**src/rtl/score_bcd_keeper_if.sv**
```systemverilog
// ----------------------------------------------------------------------------
// score_bcd_keeper_if : shot handshake and digit/scan outputs of the score keeper
// Rev 1.0
// ----------------------------------------------------------------------------
`default_nettype none

interface score_bcd_keeper_if;
    logic       clr;
    logic       shot_valid;
    logic [1:0] shot_pts;
    logic       shot_ready;
    logic [3:0] d1;
    logic [3:0] d0;
    logic       dp1;
    logic       dp0;
    logic       scan_en;
    logic       busy;

    modport master (
        output clr, shot_valid, shot_pts,
        input  shot_ready, d1, d0, dp1, dp0, scan_en, busy
    );

    modport slave (
        input  clr, shot_valid, shot_pts,
        output shot_ready, d1, d0, dp1, dp0, scan_en, busy
    );
endinterface

`default_nettype wire

```
**src/rtl/score_bcd_keeper.sv**
```systemverilog
// ----------------------------------------------------------------------------
// score_bcd_keeper : two-digit BCD score with shot handshake, scan strobe and
//                    post-score "new score" hold window
// Rev 1.0
// ----------------------------------------------------------------------------
`default_nettype none

module score_bcd_keeper #(
    parameter int CLK_HZ     = 100_000_000,
    parameter int SCAN_HZ    = 4000,
    parameter int HOLD_TICKS = 400
) (
    input  wire logic           clk,
    input  wire logic           rst,
    score_bcd_keeper_if.slave   bus
);

    localparam int DIV   = CLK_HZ / SCAN_HZ;
    localparam int CNT_W = (DIV > 1) ? $clog2(DIV) : 1;
    localparam logic [CNT_W-1:0] c_div_last = CNT_W'(DIV - 1);
    localparam logic [15:0]      c_hold     = 16'(HOLD_TICKS);

    typedef enum logic [1:0] {
        ST_IDLE = 2'd0,
        ST_ADD  = 2'd1,
        ST_HOLD = 2'd2
    } state_t;

    state_t           r_state, w_state_nx;
    logic [CNT_W-1:0] r_cnt;
    logic             r_scan;
    logic [1:0]       r_pending, w_pending_nx;
    logic [15:0]      r_hold, w_hold_nx;
    logic [3:0]       r_d1, w_d1_nx;
    logic [3:0]       r_d0, w_d0_nx;
    logic             r_dp1, w_dp1_nx;
    logic             w_sat;

    // Scan divider runs free of clr so the display scan never stutters.
    always_ff @(posedge clk) begin
        if (rst) begin
            r_cnt  <= '0;
            r_scan <= 1'b0;
        end else begin
            r_scan <= (r_cnt == c_div_last);
            r_cnt  <= (r_cnt == c_div_last) ? '0 : r_cnt + CNT_W'(1);
        end
    end

    always_ff @(posedge clk) begin
        if (rst) begin
            r_state   <= ST_IDLE;
            r_pending <= 2'd0;
            r_hold    <= 16'd0;
            r_d1      <= 4'd0;
            r_d0      <= 4'd0;
            r_dp1     <= 1'b0;
        end else begin
            r_state   <= w_state_nx;
            r_pending <= w_pending_nx;
            r_hold    <= w_hold_nx;
            r_d1      <= w_d1_nx;
            r_d0      <= w_d0_nx;
            r_dp1     <= w_dp1_nx;
        end
    end

    assign w_sat = (r_d1 == 4'd9) && (r_d0 == 4'd9);

    always_comb begin
        w_state_nx   = r_state;
        w_pending_nx = r_pending;
        w_hold_nx    = r_hold;
        w_d1_nx      = r_d1;
        w_d0_nx      = r_d0;
        w_dp1_nx     = r_dp1;
        if (bus.clr) begin
            w_state_nx   = ST_IDLE;
            w_pending_nx = 2'd0;
            w_hold_nx    = 16'd0;
            w_d1_nx      = 4'd0;
            w_d0_nx      = 4'd0;
            w_dp1_nx     = 1'b0;
        end else begin
            case (r_state)
                ST_IDLE: begin
                    if (bus.shot_valid && (bus.shot_pts != 2'd0)) begin
                        w_pending_nx = bus.shot_pts;
                        w_state_nx   = ST_ADD;
                    end
                end
                ST_ADD: begin
                    // At 99 the points still drain one per cycle; only the flag moves.
                    if (w_sat) begin
                        w_dp1_nx = 1'b1;
                    end else if (r_d0 == 4'd9) begin
                        w_d0_nx = 4'd0;
                        w_d1_nx = r_d1 + 4'd1;
                    end else begin
                        w_d0_nx = r_d0 + 4'd1;
                    end
                    w_pending_nx = r_pending - 2'd1;
                    if (r_pending == 2'd1) begin
                        if (c_hold == 16'd0) begin
                            w_state_nx = ST_IDLE;
                        end else begin
                            w_state_nx = ST_HOLD;
                            w_hold_nx  = c_hold;
                        end
                    end
                end
                ST_HOLD: begin
                    if (r_scan) begin
                        w_hold_nx = r_hold - 16'd1;
                        if (r_hold == 16'd1) begin
                            w_state_nx = ST_IDLE;
                        end
                    end
                end
                default: begin
                    w_state_nx = ST_IDLE;
                end
            endcase
        end
    end

    assign bus.shot_ready = (r_state == ST_IDLE) && !bus.clr;
    assign bus.d1         = r_d1;
    assign bus.d0         = r_d0;
    assign bus.dp1        = r_dp1;
    assign bus.dp0        = (r_state == ST_HOLD);
    assign bus.scan_en    = r_scan;
    assign bus.busy       = (r_state == ST_ADD) || (r_state == ST_HOLD);

endmodule

`default_nettype wire

```
**src/flat_wrapper.sv**
```systemverilog
// flat-port wrapper written by rule: the top's interface ports become plain ports
module score_bcd_keeper_flat 
#(
    parameter int CLK_HZ     = 100_000_000,
    parameter int SCAN_HZ    = 4000,
    parameter int HOLD_TICKS = 400
)
  (clk, rst, bus_clr, bus_shot_valid, bus_shot_pts, bus_shot_ready, bus_d1, bus_d0, bus_dp1, bus_dp0, bus_scan_en, bus_busy);
  score_bcd_keeper_if bus_i ();
  input  wire logic clk;
  input  wire logic rst;
  input wire logic [$bits(bus_i.clr)-1:0] bus_clr;
  input wire logic [$bits(bus_i.shot_valid)-1:0] bus_shot_valid;
  input wire logic [$bits(bus_i.shot_pts)-1:0] bus_shot_pts;
  output wire logic [$bits(bus_i.shot_ready)-1:0] bus_shot_ready;
  output wire logic [$bits(bus_i.d1)-1:0] bus_d1;
  output wire logic [$bits(bus_i.d0)-1:0] bus_d0;
  output wire logic [$bits(bus_i.dp1)-1:0] bus_dp1;
  output wire logic [$bits(bus_i.dp0)-1:0] bus_dp0;
  output wire logic [$bits(bus_i.scan_en)-1:0] bus_scan_en;
  output wire logic [$bits(bus_i.busy)-1:0] bus_busy;
  assign bus_i.clr = bus_clr;
  assign bus_i.shot_valid = bus_shot_valid;
  assign bus_i.shot_pts = bus_shot_pts;
  assign bus_shot_ready = bus_i.shot_ready;
  assign bus_d1 = bus_i.d1;
  assign bus_d0 = bus_i.d0;
  assign bus_dp1 = bus_i.dp1;
  assign bus_dp0 = bus_i.dp0;
  assign bus_scan_en = bus_i.scan_en;
  assign bus_busy = bus_i.busy;
  score_bcd_keeper #(.CLK_HZ(CLK_HZ), .SCAN_HZ(SCAN_HZ), .HOLD_TICKS(HOLD_TICKS)) u_core (.clk(clk), .rst(rst), .bus(bus_i));
endmodule
```
**config.mk**
```make
export PLATFORM = sky130hd
export DESIGN_NAME = score_bcd_keeper_flat
export DESIGN_NICKNAME = d
export VERILOG_FILES = /design/src/rtl/score_bcd_keeper_if.sv /design/src/rtl/score_bcd_keeper.sv /design/src/flat_wrapper.sv
export SDC_FILE = /design/constraint.sdc
export NUM_CORES = 1
export LEC_CHECK = 0
export ABC_CLOCK_PERIOD_IN_PS = 2700
export BUFFER_PORTS_ARGS = -buffer_cell sky130_fd_sc_hd__clkbuf_2
export CAP_MARGIN = 20
export CORE_UTILIZATION = 59
export DETAILED_ROUTE_END_ITERATION = 12
export PLACE_DENSITY = 0.79
export SKIP_CTS_REPAIR_TIMING = 1
export SYNTH_ARGS = -nofsm -noshare
export SYNTH_HDL_FRONTEND = slang
export SYNTH_SLANG_ARGS = --single-unit
```
**constraint.sdc**
```tcl
create_clock -name clk -period 2.7 [get_ports clk]
set_input_delay 0.27 -clock clk [delete_from_list [all_inputs] [get_ports clk]]
set_output_delay 0.27 -clock clk [all_outputs]
set_load 0.03 [all_outputs]
```
==> metrics, run 1 <==
clk sinks=45; Vias/cell=5.731; Worst Clk Skew=4.669 ps; fin. max-slew vios=0; diodes inserted=0; Setup TNS Final=0 ps; FMAX=436.3 MHz; Seq cells post-synth=45; post-synthesis sequential area ratio=40.18%; total grt overflow=0; DRC=0; type of the worst setup path=flop to flop; max-cap violations=0; Synth-to-Final Area Change=10.21%; Synth Area in Compound Gates=12.39%; initial core utilization=61.24%; slowest CP cell=or4_2; post-route cell area=2471 µm²; final worst-path cycle share=84.90%; Simple-Gate Fraction of Synth Area=29.19%; Pleak=0.9427 nW; Die Y=63.65 µm; Max Root-Sink Buffers=2; Crit Path Max Fanout=12; routed len/inst=12.70 µm; post-DP HPWL=2901 µm; first-pass GRT wire length=7127 µm; Worst Path Arrival=2530 ps; Post-synth EDFFs=0; CTS Buf Count=5; Synth cell types=42; port bufs=18; placed inst area=2351 µm²; combinational family with the most area after synthesis=simple AND/OR/NAND/NOR gates; Critical Path RT=2930 ps; core footprint=3661 µm²; Synth top area share=40.18%; drt first-iter violations=129; Total GRT Usage=22.35%; most frequent cells in the layout=dfxtp_1, nor2_1, clkbuf_2, a21oi_1; crit path time final=2292 ps; crit path cell chain=inv_1, ha_1, nand2b_1, nand4_1, or4_2, a21oi_1; Worst path max stage delay=730 ps; CTS Root Cell=clkbuf_8; Warnings, synthesis=0; Post-Syn Area=2242 µm²; Worst setup SP type=flop; Synth area leaders=dfxtp_1, ha_1, xor2_1; max_slew headroom=53.46%; mux share of post-synthesis cell area=3.237%; # setup viols final=0; Util after Layout=67.50%; CTS tree=yes; worst-case reg-to-reg path depth=6; initial antenna violation count=0; io pins=19; RSZ-0062 raised after global routing=false; syn_nets=273; routability congestion estimate=0.8086; die span in x=63.65 µm; syn_area_per_cell=8.724 µm²; outcome=finished, final reports clean; largest net degree at the start of global routing=22; Adder-Cell Fraction of Synth Area=5.580%; layout cell share with drive strength beyond 1=14.34%; power density over cell area=555.2 nW/µm²; CP Capture Type=flop; VDD IR max=346.4 µV; vias in the first global route=1,665; DRT antenna net count=0; num rows=22; Hold Crit Class=input port to flop; CTS H-Tree Depth=2; number of detailed-route iterations in the first pass=4; Worst-Skew Late Latency=300 ps; Worst-Margin Slew=698.1 ps; Cells on Worst Hold Path=2; final hold vios=0; dominant cell type by area after synthesis=dfxtp_1; Syn Inst Count=257; fraction of registers with async set/reset=0%; DR vias=1,834; CTS clock-pin slew for the worst setup and hold paths=90 ps; XOR/XNOR share of the synthesized area=6.250%; nets@finish=287; most common cell after layout, fill and taps aside=dfxtp_1; Die Area=4051 µm²; Synth Flop Type=dfxtp_1; final WL=4064 µm
[Yosys cell counts, types with 3 or more instances]
master / n
xor2_1: 13
o21ai_0: 7
nor2_1: 29
o31ai_1: 8
or2_2: 5
or4_1: 8
inv_1: 8
or3_1: 5
dfxtp_1: 45
and3_1: 4
nand3_1: 8
nor3_1: 3
xnor2_1: 3
o21a_1: 3
and2_1: 4
nand2b_1: 9
a21oi_1: 16
clkbuf_1: 11
nand2_1: 13
a31oi_1: 3
mux2i_1: 5
nand4_1: 10
ha_1: 10
[final timing paths]
| path | slack (ps) | end | startpoint |
|---|---|---|---|
| max | 410 | u_core.r_hold[9] | u_core.r_state[1] |
| min | 180 | u_core.bus.scan_en | rst |
| max reg2reg | 410 | u_core.r_hold[9] | u_core.r_state[1] |
| min reg2reg | 440 | u_core.r_cnt[0] | u_core.r_cnt[0] |
[power breakdown]
part / internal, W / switching [W] / leakage [nW]
Combinational: 0.0000588 / 0.0000867 / 0.521
Clock: 0.000301 / 0.000234 / 0.0574
Sequential: 0.000679 / 0.0000128 / 0.364
[critical path, delay by kind of cell, from the launching register on]
family	cells	cell delay, ps
AO/OA/AOI/OAI	1	160
flip-flops	1	350
AND/OR/NAND/NOR	3	1360
adder cells (fa/ha/maj)	1	280
buffers and inverters	1	80
[cell type report]
type | instances | area, µm²
clock buffer | 6 | 82.58
clock inverter | 2 | 37.54
fill | 296 | 1190
inverter | 8 | 30.03
multi-input combinational | 193 | 1270
sequential | 45 | 900.9
tap | 48 | 60.06
timing repair buffer | 18 | 90.09
[sequential cells by signal (all words and copies together), names as in the netlist]
| signal | count |
|---|---|
| u_core.bus.d1 | 4 |
| u_core.r_cnt | 15 |
| u_core.bus.scan_en | 1 |
| u_core.r_pending | 2 |
| u_core.r_state | 2 |
| u_core.bus.d0 | 4 |
| u_core.bus.dp1 | 1 |
| u_core.r_hold | 16 |
[per-stage QoR]
step / total power (W) / hold WS, ps / setup WS [ps] / instances
floorplan: 0.0008219 / 342.4 / 548.5 / 257
global placement: 0.0008481 / 427.9 / 534.6 / 312
detailed placement: 0.0008521 / 432.1 / 458.1 / 312
CTS: 0.001382 / 179.7 / 437.6 / 320
global route: 0.001436 / 179.2 / 260.2 / 320
finish: 0.001372 / 180.3 / 407.8 / 320
[kinds of logic (layout without fill, tap and decap cells)]
family | count (synthesis) | in the layout
flops | 45 | 45
simple gates | 116 | 116
compound gates | 44 | 44
xor+xnor | 16 | 16
buf+inv | 19 | 34
fa+ha+maj | 10 | 10
mux | 7 | 7
[layer usage]
layer | up-vias | share of wire, % | global-route usage, %
met5 | - | 0 | 0
met4 | 0 | 1.9 | 8.523
met3 | 10 | 4.3 | 7.065
met2 | 36 | 45 | 35.11
met1 | 837 | 49 | 28.29
li1 | 951 | - | -
Note: power is estimated with default switching activity, not from simulation.
==> run 2, diff against run 1 <==
--- a/config.mk
+++ b/config.mk
@@ -5,12 +5,13 @@
 export SDC_FILE = /design/constraint.sdc
 export NUM_CORES = 1
 export LEC_CHECK = 0
-export ABC_CLOCK_PERIOD_IN_PS = 2700
+export ABC_AREA = 1
+export ABC_CLOCK_PERIOD_IN_PS = 2100
 export BUFFER_PORTS_ARGS = -buffer_cell sky130_fd_sc_hd__clkbuf_2
 export CAP_MARGIN = 20
-export CORE_UTILIZATION = 59
+export CORE_UTILIZATION = 54
 export DETAILED_ROUTE_END_ITERATION = 12
-export PLACE_DENSITY = 0.79
+export PLACE_DENSITY = 0.76
 export SKIP_CTS_REPAIR_TIMING = 1
 export SYNTH_ARGS = -nofsm -noshare
 export SYNTH_HDL_FRONTEND = slang
==> constraint.sdc (replaced) <==
create_clock -name clk -period 2.1 [get_ports clk]
set_input_delay 0.21 -clock clk [delete_from_list [all_inputs] [get_ports clk]]
set_output_delay 0.21 -clock clk [all_outputs]
set_load 0.03 [all_outputs]
==> run 2 against run 1 <==
Compared with the run above:
- sequential power is 33% higher
- hold slack worse by 34 ps
- register-to-register slack better by 40 ps
- combinational power rose to 2.8 times the previous value
- die area increased by 18%
- cell count up 33%
- flip-flop and latch count is the same
- largest cell class unchanged
- core utilization decreased by 6.3 points
- via count is 16% higher
- worst setup slack better by 37 ps
==> metrics, run 2 <==
Worst Clk Skew=4.257 ps (was 4.669 ps); DRT antenna net count=0 (unchanged); CP Capture Type=flop (unchanged); Util after Layout=61.21% (was 67.50%); CTS H-Tree Depth=2 (unchanged); CTS tree=yes (unchanged); Setup TNS Final=0 ps (unchanged); post-synthesis sequential area ratio=36.89% (was 40.18%); most frequent cell after synthesis=nand2_1 (was dfxtp_1); slowest CP cell=ha_1 (was or4_2); largest net degree at the start of global routing=16 (was 22); Seq cells post-synth=45 (unchanged); vias in the first global route=2,008 (was 1,665); Synth cell types=31 (was 42); most common cell after layout, fill and taps aside=nand2_1 (was dfxtp_1); port bufs=18 (unchanged); Biggest register=u_core.r_hold (unchanged); Vias/cell=4.991 (was 5.731); placed inst area=2579 µm² (was 2351 µm²); type of the worst setup path=flop to flop (unchanged); fraction of registers with async set/reset=0% (unchanged); Pleak=1.153 nW (was 0.9427 nW); Design Power=0.001845 W (was 0.001372 W); Synth area leaders=dfxtp_1, nand2_1, inv_1 (was dfxtp_1, ha_1, xor2_1); Top delay family on crit path=compound AO/OA/AOI/OAI gates (was simple AND/OR/NAND/NOR gates); post-DP HPWL=3438 µm (was 2901 µm); # setup viols final=0 (unchanged); DR vias=2,126 (was 1,834); FMAX=604.2 MHz (was 436.3 MHz); dominant cell type by area after synthesis=dfxtp_1 (unchanged); power density over cell area=692.4 nW/µm² (was 555.2 nW/µm²); VDD IR max=515.7 µV (was 346.4 µV); crit path time final=1655 ps (was 2292 ps); Commonest cells post-synth=nand2_1, inv_1, nor2_1, dfxtp_1, a21oi_1 (was dfxtp_1, nor2_1, a21oi_1, nand2_1, xor2_1); Worst-Margin Slew=365.1 ps (was 698.1 ps); clk sinks=45 (unchanged); io pins=19 (unchanged); Post-Syn Area=2442 µm² (was 2242 µm²); number of flip-flops in the largest register=16 (unchanged); Synth Flop Type=dfxtp_1 (unchanged); syn_nets=366 (was 273); outcome=finished, final reports clean (unchanged); core footprint=4354 µm² (was 3661 µm²); nets@finish=389 (was 287); CTS clock-pin slew for the worst setup and hold paths=80 ps (was 90 ps); Critical Path RT=2330 ps (was 2930 ps); total grt overflow=0 (unchanged); DRC=0 (unchanged); Top Registers=u_core.r_hold: 16 flops, u_core.r_cnt: 15 flops (unchanged); final WL=4472 µm (was 4064 µm); Syn Inst Count=350 (was 257); Synth top area share=36.89% (was 40.18%); Hold Crit Class=input port to flop (unchanged); RSZ-0062 raised after global routing=false (unchanged); die span in x=69.25 µm (was 63.65 µm); fin. max-slew vios=0 (unchanged); routability congestion estimate=0.8240 (was 0.8086); crit path cell chain=inv_1, ha_1, nand2_4, nand2_2, nor2_4, a21oi_4, o21ai_1, a21oi_1 (was inv_1, ha_1, nand2b_1, nand4_1, or4_2, a21oi_1); initial antenna violation count=0 (unchanged); post-route cell area=2665 µm² (was 2471 µm²); Worst Path Arrival=1890 ps (was 2530 ps); initial core utilization=56.09% (was 61.24%); most frequent cells in the layout=nand2_1, inv_1, nor2_1, dfxtp_1, a21oi_1 (was dfxtp_1, nor2_1, clkbuf_2, a21oi_1); syn_area_per_cell=6.978 µm² (was 8.724 µm²); first-pass GRT wire length=8245 µm (was 7127 µm); diodes inserted=0 (unchanged); number of detailed-route iterations in the first pass=4 (unchanged); Warnings, synthesis=0 (unchanged); max-cap violations=0 (unchanged); drt first-iter violations=101 (was 129); num rows=24 (was 22); Die Area=4796 µm² (was 4051 µm²); final worst-path cycle share=78.82% (was 84.90%); final hold vios=0 (unchanged); Post-synth EDFFs=0 (unchanged); max_slew headroom=75.41% (was 53.46%); CTS Buf Count=5 (unchanged); CTS Root Cell=clkbuf_8 (unchanged); Total GRT Usage=20.96% (was 22.35%); Worst Path Buf+Inv=1 (unchanged); Synth-to-Final Area Change=9.119% (was 10.21%); Worst-Skew Late Latency=290 ps (was 300 ps); Die Y=69.25 µm (was 63.65 µm); Max Root-Sink Buffers=2 (unchanged); layout cell share with drive strength beyond 1=13.90% (was 14.34%); Worst setup SP type=flop (unchanged); Worst path max stage delay=360 ps (was 730 ps); routed len/inst=10.50 µm (was 12.70 µm); Crit Path Max Fanout=10 (was 12)
[run 2: cell count changes in the layout (fill, tap and decap cells not counted), sizes merged, moves of 9 or more]
cell	change
or4	-11
nor3	+11
nand2b	-9
nor2	+31
a21oi	+9
nand2	+62
nand3	+18
inv	+49
[run 2: cells by family after synthesis]
logic type	Yosys count	synth area share, %
DFF	45	36.89
buffers and inverters	59	9.529
adders and majority gates	10	5.123
and+or+nand+nor	190	37.50
AOI/OAI and AO/OA	40	8.812
xor gates and xnor gates	6	2.152
[run 2: where the power goes]
group          internal [W]  leakage [nW]  switching, W
Sequential         0.000888         0.364     0.0000301
Combinational      0.000144         0.745      0.000270
Clock              0.000230        0.0439      0.000285
[run 2: per-stage QoR]
step                      hold slack (ps)  cells  worst slack [ps]
final                               146.4    426             444.9
after global routing                143.9    426             274.9
after CTS                           133.6    426             407.7
after detailed placement            438.0    418             449.5
after global placement              431.2    418             511.6
after floorplan                     282.4    350             459.0
[run 2: area by class of cell]
class | instances | area, µm²
clock inverter | 3 | 17.52
inverter | 57 | 214.0
timing repair buffer | 18 | 90.09
sequential | 45 | 900.9
fill | 413 | 1689
tap | 52 | 65.06
multi-input combinational | 246 | 1309
clock buffer | 5 | 68.82
[run 2: routing by layer]
layer  vias to the layer above  wire length, µm  GRT usage, %
met2                        35             2007         33.98
li1                       1150                -             -
met5                         -                0             0
met1                       935             2187         27.53
met3                         6              219         4.215
met4                         0               57         7.937
[run 2: worst paths after layout]
| check | cells after the start | start | endpoint | slack [ps] |
|---|---|---|---|---|
| max | 8 | u_core.r_state[1] | u_core.r_hold[6] | 440 |
| min | 2 | rst | u_core.bus.scan_en | 150 |
| max reg2reg | 8 | u_core.r_state[1] | u_core.r_hold[6] | 440 |
| min reg2reg | 1 | u_core.r_cnt[0] | u_core.r_cnt[0] | 450 |
